## config.mk

```make
export PLATFORM = sky130hd
export DESIGN_NAME = tone_envelope_player
export DESIGN_NICKNAME = d
export VERILOG_FILES = /design/src/rtl/tone_envelope_player.sv
export SDC_FILE = /design/constraint.sdc
export NUM_CORES = 1
export LEC_CHECK = 0
export ABC_AREA = 1
export CORE_MARGIN = 5
export CORE_UTILIZATION = 60
export CTS_BUF_LIST = sky130_fd_sc_hd__clkbuf_8 sky130_fd_sc_hd__clkbuf_16
export DETAILED_ROUTE_END_ITERATION = 10
export GPL_TIMING_DRIVEN = 0
export PLACE_DENSITY_LB_ADDON = 0.08
export SLEW_MARGIN = 15
export SYNTH_ARGS = -nofsm -noshare
export SYNTH_HDL_FRONTEND = slang
export SYNTH_SLANG_ARGS = --single-unit
export TNS_END_PERCENT = 50
```

## constraint.sdc

```tcl
create_clock -name clk -period 10.1 [get_ports clk]
set_input_delay 1.01 -clock clk [delete_from_list [all_inputs] [get_ports clk]]
set_output_delay 1.01 -clock clk [all_outputs]
set_load 0.05 [all_outputs]
```

## src/rtl/tone_envelope_player.sv

```systemverilog
// tone_envelope_player
// DDS square-wave tone generator with an attack/sustain/release amplitude
// envelope. A rising edge of enable_sound (with a non-zero frequency) starts
// or retriggers a tone; dropping enable_sound fades it out. Outputs are a
// 1-bit speaker square wave and a signed +/-amp sample stream with a
// periodic sample_valid strobe.
module tone_envelope_player #(
  parameter int unsigned PHASE_W     = 32,
  parameter int unsigned INC_PER_HZ  = 86,
  parameter int unsigned AMP_MAX     = 8192,
  parameter int unsigned AMP_STEP    = 64,
  parameter int unsigned STEP_CYCLES = 5000,
  parameter int unsigned SAMPLE_DIV  = 1042
) (
  input  logic        clk,
  input  logic        resetN,
  input  logic        enable_sound,
  input  logic [9:0]  sound_freq,
  output logic        tone_out,
  output logic [15:0] sample,
  output logic        sample_valid,
  output logic        busy,
  output logic [1:0]  env_state
);

  localparam int unsigned STEP_W   = (STEP_CYCLES > 1) ? $clog2(STEP_CYCLES) : 1;
  localparam int unsigned SAMPLE_W = (SAMPLE_DIV > 1) ? $clog2(SAMPLE_DIV) : 1;

  localparam logic [STEP_W-1:0]   STEP_LAST   = STEP_W'(STEP_CYCLES - 1);
  localparam logic [SAMPLE_W-1:0] SAMPLE_LAST = SAMPLE_W'(SAMPLE_DIV - 1);
  localparam logic [PHASE_W-1:0]  INC_C       = PHASE_W'(INC_PER_HZ);
  localparam logic [15:0]         AMP_MAX_C   = 16'(AMP_MAX);
  localparam logic [15:0]         AMP_STEP_C  = 16'(AMP_STEP);

  typedef enum logic [1:0] {
    ST_IDLE    = 2'd0,
    ST_ATTACK  = 2'd1,
    ST_SUSTAIN = 2'd2,
    ST_RELEASE = 2'd3
  } env_state_e;

  // Envelope / oscillator state
  env_state_e            state_q, state_d;
  logic [PHASE_W-1:0]    phase_q, phase_d;
  logic [15:0]           amp_q, amp_d;
  logic [STEP_W-1:0]     step_cnt_q, step_cnt_d;
  logic [SAMPLE_W-1:0]   sample_cnt_q, sample_cnt_d;
  logic [9:0]            freq_lat_q, freq_lat_d;
  logic                  en_q;

  // Registered outputs
  logic                  tone_q, tone_d;
  logic [15:0]           sample_q, sample_d;
  logic                  sample_valid_q, sample_valid_d;
  logic                  busy_q, busy_d;

  // Derived control
  logic                  rise_s;
  logic                  start_ok_s;
  logic                  tick_s;
  logic [PHASE_W-1:0]    phase_inc_s;
  logic [16:0]           amp_sum_s;
  logic [15:0]           amp_up_s;
  logic [15:0]           amp_down_s;

  assign rise_s      = enable_sound & ~en_q;
  assign start_ok_s  = rise_s & (sound_freq != 10'd0);
  assign tick_s      = (state_q != ST_IDLE) & (step_cnt_q == STEP_LAST);
  assign phase_inc_s = PHASE_W'(freq_lat_q) * INC_C;

  // Saturating envelope step up and floored step down.
  always_comb begin
    amp_sum_s = {1'b0, amp_q} + {1'b0, AMP_STEP_C};
    if (amp_sum_s > {1'b0, AMP_MAX_C}) begin
      amp_up_s = AMP_MAX_C;
    end else begin
      amp_up_s = amp_sum_s[15:0];
    end
    if (amp_q > AMP_STEP_C) begin
      amp_down_s = amp_q - AMP_STEP_C;
    end else begin
      amp_down_s = 16'd0;
    end
  end

  // Envelope FSM next-state, oscillator phase and tick counter.
  always_comb begin
    state_d    = state_q;
    phase_d    = phase_q;
    amp_d      = amp_q;
    step_cnt_d = step_cnt_q;
    freq_lat_d = freq_lat_q;

    if (state_q == ST_IDLE) begin
      step_cnt_d = '0;
    end else begin
      phase_d = phase_q + phase_inc_s;
      if (tick_s) begin
        step_cnt_d = '0;
      end else begin
        step_cnt_d = step_cnt_q + STEP_W'(1);
      end
    end

    case (state_q)
      ST_IDLE: begin
        if (start_ok_s) begin
          freq_lat_d = sound_freq;
          phase_d    = '0;
          amp_d      = 16'd0;
          step_cnt_d = '0;
          state_d    = ST_ATTACK;
        end else begin
          state_d = ST_IDLE;
        end
      end
      ST_ATTACK: begin
        if (tick_s) begin
          amp_d = amp_up_s;
        end else begin
          amp_d = amp_q;
        end
        // A released request wins over the ramp reaching full scale.
        if (!enable_sound) begin
          state_d = ST_RELEASE;
        end else if (amp_q == AMP_MAX_C) begin
          state_d = ST_SUSTAIN;
        end else begin
          state_d = ST_ATTACK;
        end
      end
      ST_SUSTAIN: begin
        if (!enable_sound) begin
          state_d = ST_RELEASE;
        end else begin
          state_d = ST_SUSTAIN;
        end
      end
      ST_RELEASE: begin
        // Retrigger keeps amp and phase so the waveform stays continuous.
        if (start_ok_s) begin
          freq_lat_d = sound_freq;
          state_d    = ST_ATTACK;
        end else if (amp_q == 16'd0) begin
          state_d = ST_IDLE;
        end else if (tick_s) begin
          amp_d = amp_down_s;
        end else begin
          amp_d = amp_q;
        end
      end
      default: begin
        state_d = ST_IDLE;
        amp_d   = 16'd0;
      end
    endcase
  end

  // Output next values, aligned with the state/phase/amp being loaded.
  always_comb begin
    busy_d = (state_d != ST_IDLE);
    tone_d = busy_d & phase_d[PHASE_W-1];
    if (!busy_d) begin
      sample_d = 16'd0;
    end else if (tone_d) begin
      sample_d = amp_d;
    end else begin
      sample_d = 16'd0 - amp_d;
    end
    if (sample_cnt_q == SAMPLE_LAST) begin
      sample_cnt_d = '0;
    end else begin
      sample_cnt_d = sample_cnt_q + SAMPLE_W'(1);
    end
    sample_valid_d = (sample_cnt_d == SAMPLE_LAST);
  end

  // State and output registers with asynchronous clear.
  always_ff @(posedge clk or negedge resetN) begin
    if (!resetN) begin
      state_q        <= ST_IDLE;
      phase_q        <= '0;
      amp_q          <= 16'd0;
      step_cnt_q     <= '0;
      sample_cnt_q   <= '0;
      freq_lat_q     <= 10'd0;
      en_q           <= 1'b0;
      tone_q         <= 1'b0;
      sample_q       <= 16'd0;
      sample_valid_q <= 1'b0;
      busy_q         <= 1'b0;
    end else begin
      state_q        <= state_d;
      phase_q        <= phase_d;
      amp_q          <= amp_d;
      step_cnt_q     <= step_cnt_d;
      sample_cnt_q   <= sample_cnt_d;
      freq_lat_q     <= freq_lat_d;
      en_q           <= enable_sound;
      tone_q         <= tone_d;
      sample_q       <= sample_d;
      sample_valid_q <= sample_valid_d;
      busy_q         <= busy_d;
    end
  end

  assign tone_out     = tone_q;
  assign sample       = sample_q;
  assign sample_valid = sample_valid_q;
  assign busy         = busy_q;
  assign env_state    = state_q;

endmodule

```

# Yosys cells after proc, flatten, opt, wreduce, memory -nomap -nowiden
# Index checks and enable logic that the tools add are counted.
# word_totals
output_inout_bits	21
inputBits	13
word_cells	64
ff_bits	104
# classes
bitwise	5
addsub	6
n_mux	25
reduce_logical	7
n_lt_le_gt_ge	2
mul	1
n_eq_ne	7
# ops
op	count
$mux W16	9
$mux W32	3
$mux W13	4
$pmux W16 S3	1
$add A32 B17 Y32	1
$eq A11 B11 Y1 const B	2
$add A16 B7 Y17 const B	1
$gt A17 B14 Y1 const B	1
$eq A16 B14 Y1 const B	1
$gt A16 B7 Y1 const B	1
$logic_not A16 Y1	1
$mul A10 B6 Y16 const B	1
$sub A1 B16 Y16 const A	1
$sub A16 B7 Y16 const B	1
$add A13 B1 Y13 const B	1
$eq A13 B13 Y1 const B	1
$add A11 B1 Y11 const B	1
$mux W11	1
$reduce_bool A10 Y1	1
$mux W2	4
$pmux W2 S4	1
$and A1 B1 Y1	4
$eq A2 B2 Y1 const B	2
$reduce_bool A2 Y1	2
other kinds (6)	7

# Longest topological paths before layout
# depth
depth_word	9
depth_mapped	33
depth_no_buf	33

# Least setup slack after synthesis
# Ideal clock, no wire load.
# synth_path
path_type	register -> register
from	reg freq_lat_q[1]
to	reg sample_q[2] (netlist: sample[2])
t_arrival_ns	4.881
t_required_ns	10.014
path_slack_ns	5.133
period_less_slack_ns	4.967
setup_time_ns	0.086
path_buffers	1
stages_incl_launch_ff	32
path_cell_list	dfrtp_1 > ha_1 > inv_1 > fa_1 > fa_1 > inv_1 > ha_1 > inv_1 > nor2_1 > nor2_1 > o21ai_0 > nand2_1 > nand2_1 > a21oi_1 > o21bai_1 > a21oi_1 > nor2_1 > nor2_1 > xnor2_1 > ha_1 > nand2_1 > nor2_1 > nand2_1 > inv_1 > nand4_1 > o2111ai_1 > nand2_1 > xor2_1 > nand2_1 > buf_2 > and3_1 > nor3_1
# synth_via
elab_chain_cells	8
# synth_rtl
element	line_no	source
start: declaration	48	logic [9:0] freq_lat_q, freq_lat_d;
start signal: assignment	198	freq_lat_q <= freq_lat_d;
$mul A10 B6 Y16 (*)	69	assign phase_inc_s = PHASE_W'(freq_lat_q) * INC_C;
$add A32 B17 Y32 (*)	97	phase_d = phase_q + phase_inc_s;
$mux W32 (*)	94	if (state_q == ST_IDLE) begin
$mux W32	107	if (start_ok_s) begin
$mux W32 (*)	105	case (state_q)
$and A1 B1 Y1 (*)	162	tone_d = busy_d & phase_d[PHASE_W-1];
$mux W16 (*)	165	end else if (tone_d) begin
$mux W16 (*)	163	if (!busy_d) begin
net sample_d[2]	53	logic [15:0] sample_q, sample_d;
end signal: assignment	201	sample_q <= sample_d;
end: declaration	53	
# The timed path passes the listed nets; every way through them passes the cells marked *.
# A chain may end at the register's enable or synchronous reset.

# Worst setup path in the final report
# layout_path
from	reg freq_lat_q[1]
to	reg sample_q[4] (netlist: sample[4])
# The elaborated chain is that of the path after synthesis.

==> results.md <==
- Synthesis-stage register bit count: 103
- Via density: 5.36
- Critical path origin: freq_lat_q[1]
- IO Pins: 34
- Status: completed
- Most frequent CP cell: nand2_1
- Final Cell Area: 0.00889 sq mm
- Tcrit/Tclk final: 56.8%
- Final Hold Violating Endpoints: 0
- Ranking of synthesized cells by area: dfrtp_1 32%, ha_1 11%, nand2_1 10%, inv_1 7.7%, nor2_1 5.6%
- Setup Skew: 0.0100 ns
- WP data required: 10.38 ns
- Total via count in the routed design: 6889
- Setup bufs post-CTS: 0
- Initial Util: 60.9%
- Worst flop-to-flop path startpoint: freq_lat_q[1]
- Final setup fails: 0
- Nature of the critical path endpoint: flop
- Total GRT Usage: 23.6%
- Reg2reg setup slack: 4.36 ns
- Syn Inst Count: 1061
- Critical Path AT: 6.01 ns
- Mapped cell area: 0.00803 sq mm
- Antenna-violating nets left: 0
- Worst Hold Endpoint: phase_q[15]
- RR Endpoint: sample[4]
- Setup TNS: 0 ns
- Die Area: 0.0158 sq mm
- Filler cell count: 1164
- Nets@finish: 1206
- Post_cts resized: 0
- Synthesized Nets: 1161
- P&R area growth vs syn: 10.7%
- Count of cell types in the netlist: 55
- Syn Area/Cell: 7.57 sq um
- DP Area: 0.00861 sq mm
- H-tree depth: 3
- Critical Path Fanout Max: 10
- TritonCTS clock tree: done
- EDFF count, synth: 0
- Hold Path Origin: phase_q[15]
- Ys async rst share: 100%
- 1st-pass router iterations: 5
- Achievable Freq: 174 MHz
- Share of the synthesized area in the top cell type: 32.1%
- FF-to-FF path depth: 31
- Root buffer cell: clkbuf_16
- Most used DFF post-synth: dfrtp_1
- DRC: 0
- Maximum root-to-sink buffer count: 2
- Vias in the first global route: 6530
- Die H: 126 microns
- Die Span X: 126 microns
- Inserted Clock Buffers: 9
- Core Rows: 42
- GPL Wtd Cong: 0.993
- Actual slew at the worst max-slew pin: 0.732 ns
- Input/output buffers: 33
- Overflow left after global routing: 0
- Fin crit period: 5.74 ns
- Placed cells: 1271
- Yosys warns: 0
- Number of max-cap violations: 0
- Post-synthesis sequential area ratio: 32.1%
- Final Max Slew Viols: 0
- Crit-path slowest cell: fa_1
- Detailed Place HPWL: 13800 microns
- Total wire length: 18200 microns
- Skew-Pair Late Insertion Delay: 0.36 ns
- Worst-path clk slew: 0.07 ns
- Global-route wire length before repair: 30900 microns
- Core box area: 0.0132 sq mm
- Initial DRC count: 424
- Cts hold-fix bufs: 0
- Setup CP Type: reg2reg
- Layout cells sized above 1: 8.56%
- N_diodes: 0
- Finished Layout Cells: 1286
- Initial antenna violation count: 0
- RSZ-0062 raised after global routing: false
- Relative slew margins: 50.6%
- Hold path depth: 2
- Worst setup SP type: flop
- Post-synth top area cell: dfrtp_1
- Tightest Hold Check Type: reg2reg
- CP peak stage delay: 0.55 ns
- CTS sink cnt: 103
- WL/cell: 14.1 microns
- Largest net degree at the start of global routing: 54
synth_stat cells (14+ instances only):
library cell,count
ha_1,73
nand2_1,213
fa_1,14
o21ai_0,51
dfrtp_1,103
nand2_2,16
xor2_1,23
inv_1,164
nand3_1,63
nand4_1,14
nor3_1,17
a21oi_1,62
nor2_1,119
stage by stage:
stage               utilization, %  setup WS [ns]  hold slack [ns]
floorplan                        -           5.13            0.455
global placement              65.0           4.07            0.476
detailed placement            65.3           4.44            0.474
CTS                           67.4           4.34            0.493
global route                  67.4           3.90            0.510
finish                        67.4           4.36            0.490
layout make-up:
| cell class | instances | area (sq um) | share of cell area [%] |
|---|---|---|---|
| multi-input cells | 768 | 4690 | 52.8 |
| flip-flops and latches | 103 | 2580 | 29.0 |
| inverters | 173 | 654 | 7.36 |
| repair buffers | 34 | 359 | 4.04 |
| clock buffers | 9 | 225 | 2.53 |
| well taps | 176 | 220 | 2.48 |
| plain buffers | 17 | 105 | 1.18 |
| clock inverters | 6 | 56.3 | 0.633 |
placed cells by master, fill, tap and decap left out, types with 9 or more instances in the layout:
cell             netlist  routed
nand2_1              213     213
inv_1                164     164
nor2_1               119     119
dfrtp_1              103     103
ha_1                  73      73
nand3_1               63      63
a21oi_1               62      62
o21ai_0               51      51
clkdlybuf4s50_1        0      32
xor2_1                23      23
nor3_1                17      17
nand2_2               16      16
nand4_1               14      14
fa_1                  14      14
mux2_2                10      10
clkbuf_16              0       9
how the worst max path moves through the flow:
stage	end	slack, ns	cells after the start
after global placement	sample[12]	4.07	1
after CTS	sample[7]	4.34	32
final	sample[4]	4.36	31
after floorplan	sample[2]	5.13	31
after global routing	sample[7]	3.90	32
after detailed placement	sample[7]	4.44	32
state kept, by name (all words and copies together), names as in the netlist, 2 cells and up:
name	flops
sample_cnt_q	11
env_state	2
freq_lat_q	10
step_cnt_q	13
phase_q	31
amp_q	16
sample	16
logic make-up (layout without fill, tap and decap cells):
family | Yosys count | count (layout) | synth area share, %
flops | 103 | 103 | 32.1
compound gates | 157 | 157 | 11.4
fa+ha+maj | 87 | 87 | 14.9
simple gates | 485 | 485 | 27.6
mux | 10 | 10 | 1.40
buf+inv | 190 | 239 | 9.46
xor+xnor | 29 | 29 | 3.16
critical path: cells and delay by family (launching register included):
family                     cells  cell delay, ns
DFF                            1            0.46
adders and majority gates      5            2.02
xor gates and xnor gates       2            0.44
buffers and inverters          5            0.45
and+or+nand+nor               14            1.50
AOI/OAI and AO/OA              5            0.74
layer usage:
layer	share of wire, %	vias up	GRT usage (%)	wire, microns
met5	0	-	0	0
met4	2.4	0	8.23	439
met3	6.4	40	5.97	1150
li1	-	3522	-	-
met2	44	190	35.1	7920
met1	48	3137	33.8	8640
Power is not shown: default switching activity piles up to over one toggle a cycle in this logic, so the estimate is an artifact.
